**src/rtl/buf_const_pkg.sv**
```systemverilog
// Shared definitions for the burst pattern source: generator modes, FSM states
// and the next-word function used by the generator.
package buf_const_pkg;

  // Widest word the generator function handles; callers zero-extend and truncate.
  localparam int MAX_W = 64;

  localparam logic [1:0] MODE_CONST = 2'd0;
  localparam logic [1:0] MODE_INCR  = 2'd1;
  localparam logic [1:0] MODE_ROTL  = 2'd2;

  typedef enum logic [1:0] {
    IDLE  = 2'd0,
    RUN   = 2'd1,
    DRAIN = 2'd2
  } state_t;

  // Bits at and above 'width' in the result are don't-care; the caller keeps the low 'width' bits.
  function automatic logic [MAX_W-1:0] gen_next(input logic [MAX_W-1:0] word,
                                                input logic [1:0]       mode,
                                                input int               width);
    logic [MAX_W-1:0] r;
    r = word;
    case (mode)
      MODE_INCR: r = word + MAX_W'(1);
      MODE_ROTL: r = (word << 1) | MAX_W'(word[width-1]);
      default:   r = word;
    endcase
    return r;
  endfunction

endpackage

```
**src/rtl/buf_const_stream_skid_buf.sv**
```systemverilog
// Two-entry valid/ready buffer. Entry e0 is always the head and drives out_data.
// A push is accepted when full as long as the head is popped on the same edge.
module skid_buf #(
  parameter int WIDTH = 2
) (
  input  logic             clk,
  input  logic             flush,
  input  logic             in_valid,
  output logic             in_ready,
  input  logic [WIDTH-1:0] in_data,
  output logic             out_valid,
  input  logic             out_ready,
  output logic [WIDTH-1:0] out_data,
  output logic [1:0]       level
);

  logic [WIDTH-1:0] e0;
  logic [WIDTH-1:0] e1;
  logic [1:0]       cnt;
  logic             push;
  logic             pop;

  assign in_ready  = (cnt != 2'd2) || out_ready;
  assign out_valid = (cnt != 2'd0);
  assign out_data  = e0;
  assign level     = cnt;
  assign push      = in_valid && in_ready;
  assign pop       = out_valid && out_ready;

  // Entry storage and occupancy; flush empties the buffer and clears the word.
  always_ff @(posedge clk) begin
    if (flush) begin
      cnt <= 2'd0;
      e0  <= '0;
      e1  <= '0;
    end else begin
      case ({push, pop})
        2'b10: begin
          if (cnt == 2'd0) e0 <= in_data;
          else             e1 <= in_data;
          cnt <= cnt + 2'd1;
        end
        2'b01: begin
          e0  <= e1;
          cnt <= cnt - 2'd1;
        end
        2'b11: begin
          if (cnt == 2'd1) begin
            e0 <= in_data;
          end else begin
            e0 <= e1;
            e1 <= in_data;
          end
        end
        default: ;
      endcase
    end
  end

endmodule

```
**src/rtl/buf_const_stream.sv**
```systemverilog
// Burst pattern source: generates WIDTH-bit words from a seed and streams them
// through a two-entry skid buffer.
//
//   state | meaning
//   IDLE  | waiting for start; load updates the seed
//   RUN   | generating and pushing one word per edge while the buffer accepts
//   DRAIN | no more pushes; waiting for buffered words to leave, then pulse done
module buf_const_stream
  import buf_const_pkg::*;
#(
  parameter int WIDTH = 2,
  parameter int VALUE = 1,
  parameter int COUNT = 4,
  parameter int MODE  = 0
) (
  input  logic             CLK,
  input  logic             RESET,
  input  logic             start,
  input  logic             stop,
  input  logic             load,
  input  logic [WIDTH-1:0] load_val,
  output logic [WIDTH-1:0] O,
  output logic             O_valid,
  input  logic             O_ready,
  output logic             busy,
  output logic             done
);

  localparam int               CW       = (COUNT < 1) ? 1 : $clog2(COUNT + 1);
  localparam logic [CW-1:0]    COUNT_C  = COUNT[CW-1:0];
  localparam logic [WIDTH-1:0] SEED_RST = VALUE[WIDTH-1:0];
  localparam logic [1:0]       MODE_SEL = MODE[1:0];

  state_t           state_q;
  state_t           state_d;
  logic [WIDTH-1:0] seed_q;
  logic [WIDTH-1:0] gen_q;
  logic [CW-1:0]    cnt_q;
  logic [CW-1:0]    cnt_inc;
  logic             done_q;

  logic             push;
  logic [WIDTH-1:0] push_data;
  logic             in_ready;
  logic [1:0]       level;
  logic             pop;
  logic             drain_empty;
  logic [MAX_W-1:0] push_ext;
  logic [MAX_W-1:0] gen_nx_ext;
  logic [WIDTH-1:0] gen_nx;

  assign cnt_inc     = cnt_q + CW'(1);
  assign pop         = O_valid && O_ready;
  assign drain_empty = (level == 2'd0) || ((level == 2'd1) && pop);
  assign busy        = (state_q != IDLE);
  assign done        = done_q;

  // Widen the pushed word so the shared package function can advance it.
  always_comb begin
    push_ext = '0;
    push_ext[WIDTH-1:0] = push_data;
    gen_nx_ext = gen_next(push_ext, MODE_SEL, WIDTH);
    gen_nx = gen_nx_ext[WIDTH-1:0];
  end

  // Next state and push decision; a start with load pushes load_val directly.
  always_comb begin
    state_d   = state_q;
    push      = 1'b0;
    push_data = gen_q;
    case (state_q)
      IDLE: begin
        if (start) begin
          push      = 1'b1;
          push_data = load ? load_val : seed_q;
          state_d   = (COUNT == 1) ? DRAIN : RUN;
        end
      end
      RUN: begin
        if (stop) begin
          state_d = DRAIN;
        end else if (in_ready) begin
          push = 1'b1;
          if ((COUNT != 0) && (cnt_inc == COUNT_C)) state_d = DRAIN;
        end
      end
      DRAIN: begin
        if (drain_empty) state_d = IDLE;
      end
      default: state_d = IDLE;
    endcase
  end

  // State, seed, generator and word counter registers.
  always_ff @(posedge CLK) begin
    if (RESET) begin
      state_q <= IDLE;
      seed_q  <= SEED_RST;
      gen_q   <= SEED_RST;
      cnt_q   <= '0;
      done_q  <= 1'b0;
    end else begin
      state_q <= state_d;
      done_q  <= (state_q == DRAIN) && (state_d == IDLE);
      if ((state_q == IDLE) && load) seed_q <= load_val;
      if (push) begin
        gen_q <= gen_nx;
        cnt_q <= (state_q == IDLE) ? CW'(1) : cnt_inc;
      end
    end
  end

  skid_buf #(.WIDTH(WIDTH)) u_skid (
    .clk       (CLK),
    .flush     (RESET),
    .in_valid  (push),
    .in_ready  (in_ready),
    .in_data   (push_data),
    .out_valid (O_valid),
    .out_ready (O_ready),
    .out_data  (O),
    .level     (level)
  );

endmodule

```
**config.mk**
```make
export PLATFORM = sky130hd
export DESIGN_NAME = buf_const_stream
export DESIGN_NICKNAME = d
export VERILOG_FILES = /design/src/rtl/buf_const_pkg.sv /design/src/rtl/buf_const_stream_skid_buf.sv /design/src/rtl/buf_const_stream.sv
export SDC_FILE = /design/constraint.sdc
export NUM_CORES = 1
export LEC_CHECK = 0
export CAP_MARGIN = 5
export CORE_ASPECT_RATIO = 1.5
export CORE_MARGIN = 3
export CORE_UTILIZATION = 30
export CTS_BUF_LIST = sky130_fd_sc_hd__clkbuf_4 sky130_fd_sc_hd__clkbuf_8
export DETAILED_ROUTE_END_ITERATION = 10
export GPL_TIMING_DRIVEN = 0
export PLACE_DENSITY = 0.48
export REMOVE_ABC_BUFFERS = 1
export SLEW_MARGIN = 20
export SYNTH_ARGS = -nofsm -noshare
export SYNTH_HDL_FRONTEND = slang
export SYNTH_SLANG_ARGS = --single-unit
```
**constraint.sdc**
```tcl
create_clock -name CLK -period 2.72 [get_ports CLK]
set_clock_uncertainty 0.2 [all_clocks]
set_input_delay 0.544 -clock CLK [delete_from_list [all_inputs] [get_ports CLK]]
set_output_delay 0.544 -clock CLK [all_outputs]
set_load 0.1 [all_outputs]
```
* Word-level counts from Yosys, hierarchy flattened *
Index checks and enable logic that the tools add are counted.

operators by class
  add/sub/neg operators = 3
  equal/unequal tests = 11
  muxes and demuxes = 21
  reduce and logical (&&, ||, !) cells = 17

operators with widths
  cell                 number
  $mux 2               12
  $pmux 2 s3           2
  $ne 2x2->1 const B   4
  $pmux 2 s2           2
  $reduce_bool 2->1    4
  $eq 2x1->1 const B   3
  $eq 2x2->1 const B   3
  $logic_not 2->1      3
  $logic_and 1x1->1    5
  $add 3x1->3 const B  1
  $eq 3x3->1 const B   1
  $mux 1               3
  $mux 3               1
  $reduce_and 3->1     1
  $reduce_bool 3->1    1
  $add 2x1->2 const B  1
  $logic_or 1x1->1     2
  $pmux 1 s2           1
  $reduce_and 2->1     1
  $sub 2x1->2 const B  1

word-level totals
  flip-flop bits (word level) = 16
  input bits = 8
  output and inout port bits = 5
  logic and storage cells = 60

* Depth between registers and ports, before layout *
Gate-level depths: netlist of run 1.

  depth in word-level cells = 9
  depth in mapped cells = 11

* By module *
From an unflattened synthesis of run 1, not the netlist that was laid out.

second synthesis, totals
  cell total of the unflattened synthesis = 100
  area, all modules = 938.4 um^2

modules (own cells, without submodules)
  module            instances  cells an instance  area each (um^2)
  buf_const_stream  1          51                 514.2
  skid_buf          1          49                 424.2

* Worst setup path after synthesis of run 1 *
OpenSTA, ideal clock, no wires.

  path kind = flip-flop to flip-flop
  start = reg u_skid.cnt[0], in the netlist u_skid.level[0]
  end = reg u_skid.e0[0], in the netlist u_skid.out_data[0]
  data arrival time = 1905 ps
  path slack = 535 ps
  stages on the path, launching flop included = 12
  path buffers = 0
  clock period less this slack = 2185 ps
  cells stage by stage = dfxtp_1 inv_1 ha_1 nor2b_1 o21ai_1 nand3_1 inv_1 ha_1 nor2b_1 o21a_1 a22oi_2 a211oi_2

between the ends
  longest elaborated chain between the ends = 9
  elaborated cells between the ends (all ways) = 18

RTL lines
  what                                                              line                             RTL
  from (decl)                                                       buf_const_stream_skid_buf.sv:19  logic [1:0] cnt;
  from (signal assigned)                                            buf_const_stream_skid_buf.sv:41  cnt <= cnt + 2'd1;
  from (signal assigned)                                            buf_const_stream_skid_buf.sv:45  cnt <= cnt - 2'd1;
  $ne 2x2->1                                                        buf_const_stream_skid_buf.sv:23  assign in_ready = (cnt != 2'd2) || out_ready;
  $logic_or 1x1->1                                                  buf_const_stream_skid_buf.sv:23
  $mux 1                                                            buf_const_stream.sv:82           end else if (in_ready) begin
  $mux 1                                                            buf_const_stream.sv:80           if (stop) begin
  $pmux 1 s2                                                        buf_const_stream.sv:71           case (state_q)
  $logic_and 1x1->1                                                 buf_const_stream_skid_buf.sv:27  assign push = in_valid && in_ready;
  $eq 2x2->1 or $eq 2x1->1 (tied branches)                          buf_const_stream_skid_buf.sv:37  case ({push, pop})
  $ne 2x2->1 (no source line) or $reduce_bool 3->1 (tied branches)  n/a
  $reduce_and 2->1 (no source line)                                 n/a
  to (signal assigned)                                              buf_const_stream_skid_buf.sv:39  if (cnt == 2'd0) e0 <= in_data;
  to (signal assigned)                                              buf_const_stream_skid_buf.sv:49  e0 <= in_data;
  to (decl)                                                         buf_const_stream_skid_buf.sv:17  logic [WIDTH-1:0] e0;

Several ways; a longest one is shown, not always the timed one.
A chain may end at the register's enable or synchronous reset.

* Worst setup path after layout of run 1 *
  start = reg u_skid.cnt[0], in the netlist u_skid.level[0]
  end = out O_valid

between the ends
  longest elaborated chain between the ends = 1

RTL lines
  what               line                             RTL
  $reduce_bool 2->1  buf_const_stream_skid_buf.sv:24  assign out_valid = (cnt != 2'd0);
  to (decl)          buf_const_stream.sv:23           output logic O_valid,

Every way passes these cells.

==> results of run 1 <==
[final timing paths]
| kind | startpoint | to | slack (ns) |
|---|---|---|---|
| min | seed_q[1]$_SDFFE_PP0P_ | seed_q[1]$_SDFFE_PP0P_ | 0.29 |
| min reg2reg | seed_q[1]$_SDFFE_PP0P_ | seed_q[1]$_SDFFE_PP0P_ | 0.29 |
| max reg2reg | u_skid.level[0]$_SDFFE_PP0P_ | u_skid.out_data[0]$_SDFFE_PP0P_ | 0.36 |
| max | u_skid.level[0]$_SDFFE_PP0P_ | O_valid | 0.12 |
[flip-flops by register name (all words and copies together) (netlist names)]
signal and count:
state_q 2, u_skid.out_data 2, seed_q 2, gen_q 2, u_skid.level 2, cnt_q 3, done 1, u_skid.e1 2
[per-layer routing]
| layer | part of all wire [%] | global-route usage (%) | vias up |
|---|---|---|---|
| met5 | 0 | 0 | - |
| met4 | 2.5 | 7.289 | 0 |
| met3 | 4.3 | 3.006 | 6 |
| met2 | 50 | 18.84 | 12 |
| met1 | 43 | 11.76 | 332 |
| li1 | - | - | 379 |
[cells by family after synthesis]
group / count (synthesis) / synth area share, %
xor gates and xnor gates: 3 / 2.793
and+or+nand+nor: 34 / 20.75
DFF: 16 / 34.04
AOI/OAI and AO/OA: 23 / 17.82
buffers and inverters: 10 / 5.187
adders and majority gates: 8 / 10.64
muxes: 7 / 8.777
[cell usage after synthesis (all sizes together) (2+ instances only)]
master / n
dfxtp: 16
a21oi: 8
ha: 8
nor2: 8
inv: 7
nand2: 5
nor2b: 5
a211oi: 4
mux2: 4
mux2i: 3
nand2b: 3
nand3: 3
xor2: 3
a22oi: 2
buf: 2
nor3b: 2
o21a: 2
o21ai: 2
[repair_timing]
action,in CTS,in global routing
hold buffers,0,0
pin swaps,0,0
resized for setup,2,3
endpoints found under the setup margin,2,5
[stage by stage]
step / area (µm²) / util (%)
6_report: 1132 / 38.48
3_5_place_dp: 1087 / 36.95
2_1_floorplan: 918.4 / -
3_3_place_gp: 1087 / 36.95
5_1_grt: 1132 / 38.48
4_1_cts: 1126 / 38.27
[final cells by class]
cell class                      instances  area [µm²]
Fill cell                             335        1810
Multi-Input combinational cell         75       575.6
Clock buffer                            3       41.29
Timing Repair Buffer                   12       120.1
Inverter                                7       26.28
Tap cell                               39       48.80
Sequential cell                        16       320.3
[critical path, delay by kind of cell (launching register included)]
kind	cells	cell delay (ns)
adders and majority gates	1	0.27
DFF	1	0.37
buffers and inverters	3	0.97
[power groups by stage]
stage                     Combinational [W]  Sequential (W)  Clock [W]
after floorplan                    0.000363        0.000393          0
after global placement             0.000560        0.000308          0
after detailed placement           0.000569        0.000310          0
after CTS                          0.000563        0.000305   0.000187
after global routing               0.000610        0.000312   0.000194
final                              0.000557        0.000305   0.000178
==> run metrics, run 1 <==
drt first pass iters=4; WHS=0.2922 ns; number of max-cap violations=0; Flop pwr share=between 20 and 30%; DRC violations left=0; Worst EP required=1.98 ns; RePlAce Congestion=0.7865; Worst Hold Path Cells=2; grt ovf=0; area leader, netlist=dfxtp_1; Distinct cells, synth=38; GRT Resource Usage Total=11.04%; CTS tree=done; Synth Cell Area=940.9 µm²; top cell type's share of synthesized area=34.04%; slowest stage delay, CP=0.81 ns; Die Ht=roughly 75 µm; H-tree levels=1; switching share of power=46.26%; ranking of synthesized cells by area=dfxtp_1 34%, ha_1 11%, a21oi_1 4.3%, nor2b_1 3.3%, mux2i_1 3.2%; status=finished, final reports clean; total net switching power=0.0004815 W; global-route wire length before repair=3.180 mm; Final Cycle Share=95.62%; Post-synth EDFFs=0; most frequent CP cell=inv_1; vias per cell=4.796; CP max stage cell=clkdlybuf4s15_1; vias post-DR=729; Wirelength per Cell=11.76 µm; Final HPWL DP=1.376 mm; Slew Viols, Final=0; Setup CP Type=flop to primary output; largest buffer count on any clock path=2; CTS clk-pin slew, worst paths=around 0.060 ns; LEAKAGE=0.4739 nW; pre-CTS setup slack=-0.08450 ns; TritonCTS Buffers=3; Worst setup EP type=primary output; die width=51.73 µm; Ant. Diodes=0; Worst EP arrival=1.86 ns; Seq/Total Area, Yosys=34.04%; final setup margin=~0.12 ns; Async S/R FF share, synth=0%; CP cell instances=inv_1 -> ha_1 -> inv_1 -> clkdlybuf4s15_1; type of origin of the critical path=flop; I/O Buffers=12; die area=3858 µm²; Rows=24; vias in the first global route=759; cell count after placement=149; Worst-Skew Late Latency=0.25 ns; maximum vdd ir drop=0.5001 mV; Synth Flop Type=dfxtp_1; Cell Count, Final, Fillers Out=~150; Clk Tree Root Cell=clkbuf_8; largest net degree at the start of global routing=17; logic gate share of total power=between 50% and 60%; post-route minimum period=2.601 ns; Synth Instances=101; most frequent cells in the layout=16 x dfxtp_1, 10 x clkdlybuf4s50_1, 8 x nor2_1, 8 x a21oi_1, 8 x ha_1; RSZ-0062 raised after global routing=false; Starting Density=31.97%; Fin. Hold Viols=0; Core ar.=2943 µm²; fmax=about 380 MHz; # setup viols final=0; R2R cell count=11; DRT iter0 DRCs=14; Synth Register Bits=16; worst-margin pin slew=roughly 1 ns; CTS sink count=16; share of cells above drive strength 1=10.62%; setup TNS=0 ns; synth warn=0; final net count=131; hold crit path type=flop to flop; part of the power in the clock network=17.1%; io pins=13; antenna-violating nets left=0; initial antenna violation count=0; Layout area overhead=20.35%; total power=0.001041 W; Pwr per Cell Area=919.2 nW/µm²; Slew HR=35.01%; Pint=0.0005594 W; Post CTS Setup Buffer Count=0; Post-Syn Area per Cell=9.316 µm²; worst-path fanout max=7; commonest non-fill, non-tap cell in the layout=dfxtp_1; Post-Route WL=1.787 mm
(Power assumes the default switching activity.)
==> run 2: changes to the inputs <==
Settings changed: ABC_AREA set to 0.
==> results of run 2 <==
Same layout as run 1: the final DEF is identical, and so are final timing and power.
==> RTL change (settings of run 1) <==
`MODE`: 0 -> 1.
--- a/src/rtl/buf_const_stream.sv
+++ b/src/rtl/buf_const_stream.sv
@@ -11,7 +11,7 @@
   parameter int WIDTH = 2,
   parameter int VALUE = 1,
   parameter int COUNT = 4,
-  parameter int MODE  = 0
+  parameter int MODE  = 1
 ) (
   input  logic             CLK,
   input  logic             RESET,
Behaviour: not the same (Yosys sat finds a counterexample within 4 cycles, from zero or initial values and one cycle with RESET high).
==> RTL change against run 1 <==
- synthesized area grew 0.40%
- worst setup slack better by 0.042 ns
- routed wire length is 4.5% higher
- design area increased by 0.77%
- count of clock-buffer cells in the layout stayed put
- total power about the same
- first-iteration DRC count up 43%
- sequential cell count is the same
- via count up 5.5%
- maximum frequency up 1.6%
- largest cell class unchanged
==> RTL change: results (changes against run 1) <==
stage,metric,value,unit,change
placed_design,placer's final routability congestion estimate,0.7566,,was 0.7865
logic_synthesis,Mean Syn Cell Area,8.829,um^2,was 9.316 um^2
setup_path,largest incremental delay on the critical path,0.49,ns,was 0.81 ns
layout,multi-input combinational gate total,76,,was 75
logic_synthesis,most instantiated cells after synthesis,"sky130_fd_sc_hd__dfxtp_1, sky130_fd_sc_hd__inv_1, sky130_fd_sc_hd__a21oi_1, sky130_fd_sc_hd__ha_1, sky130_fd_sc_hd__nor2_1",,"was sky130_fd_sc_hd__dfxtp_1, sky130_fd_sc_hd__a21oi_1, sky130_fd_sc_hd__ha_1, sky130_fd_sc_hd__nor2_1, sky130_fd_sc_hd__inv_1"
route,detailed route wirelength on metal2,928,um,was 901 um
run_status,run status,"complete, no violations",,unchanged
route,Vias per Instance,4.867,,was 4.796
power_and_ir_drop,static leakage power,0.4929,nW,was 0.4739 nW
layout,Logic inverters,12,,was 7
grt,wire length of the first global-routing pass,3.049,mm,was 3.180 mm
layout,post-route core utilization,0.3838,,was 0.3848
grt,met1 routing resource usage after global routing,0.1195,,was 0.1176
route,DR WL met3,64,um,was 77 um
placed_design,post-detailed-placement cell area,0.001101,mm^2,was 0.001087 mm^2
logic_synthesis,combined area of all synthesized cells,944.7,um^2,was 940.9 um^2
clock_tree,total of cells resized after clock tree synthesis,4,,was 2
setup_path,"CP delay by family, top",compound AO/OA/AOI/OAI gates,,was buffers and inverters
power_and_ir_drop,Cell Int Power,0.5570,mW,was 0.5594 mW
route,violation count after the first detailed-routing iteration,20,,was 14
sta,Least-Margin Pin Slew,0.9656,ns,was 0.9718 ns
placed_design,worst setup slack before clock tree synthesis,-0.2911,ns,was -0.08450 ns
grt,pin count of the biggest net entering global routing,16,,was 17
power_and_ir_drop,share of total power in sequential cells,0.298,,was 0.293
logic_synthesis,xor-xnor portion of the synthesized cell area,0.03709,,was 0.02793
route,final wirelength,1.867,mm,was 1.787 mm
power_and_ir_drop,proportion of total power due to net switching,0.4650,,was 0.4626
layout,Post-Layout Cell Count,158,,was 152
layout,number of inserted filler cells in the final layout,313,,was 335
logic_synthesis,largest cells by area after synthesis,"sky130_fd_sc_hd__dfxtp_1, sky130_fd_sc_hd__ha_1, sky130_fd_sc_hd__mux2_4, sky130_fd_sc_hd__inv_1, sky130_fd_sc_hd__a21oi_1",,"was sky130_fd_sc_hd__dfxtp_1, sky130_fd_sc_hd__ha_1, sky130_fd_sc_hd__a21oi_1, sky130_fd_sc_hd__nor2b_1, sky130_fd_sc_hd__mux2i_1"
layout,Non-Clock Buffer Area Fraction,0.09649,,was 0.1061
layout,fraction of layout cells with a size suffix above 1,0.1261,,was 0.1062
grt,via count of the first global-routing pass,693,,was 759
setup_path,arrival time reported for the critical path endpoint,2.45,ns,was 1.86 ns
logic_synthesis,"synthesized-area fraction occupied by ao, oa, aoi and oai cells",0.2013,,was 0.1782
-- RTL change: changes by cell type after synthesis, moves of 2 or more --
cell | before | now
sky130_fd_sc_hd__a22oi_2 | 2 | 0
sky130_fd_sc_hd__a221oi_1 | 0 | 4
sky130_fd_sc_hd__a21o_1 | 0 | 3
sky130_fd_sc_hd__inv_1 | 7 | 11
sky130_fd_sc_hd__o21ai_1 | 1 | 3
sky130_fd_sc_hd__nor2b_1 | 5 | 2
-- RTL change: path summary, 6_finish.rpt --
path                                      to  slack [ns]  depth (start not counted)                            start
max          u_skid.out_data[0]$_SDFFE_PP0P_        0.16                          9                          O_ready
min          u_skid.out_data[0]$_SDFFE_PP0P_        0.27                          2  u_skid.out_data[0]$_SDFFE_PP0P_
max reg2reg        u_skid.e1[1]$_SDFFE_PP0P_        0.31                         10     u_skid.level[0]$_SDFFE_PP0P_
min reg2reg  u_skid.out_data[0]$_SDFFE_PP0P_        0.27                          2  u_skid.out_data[0]$_SDFFE_PP0P_
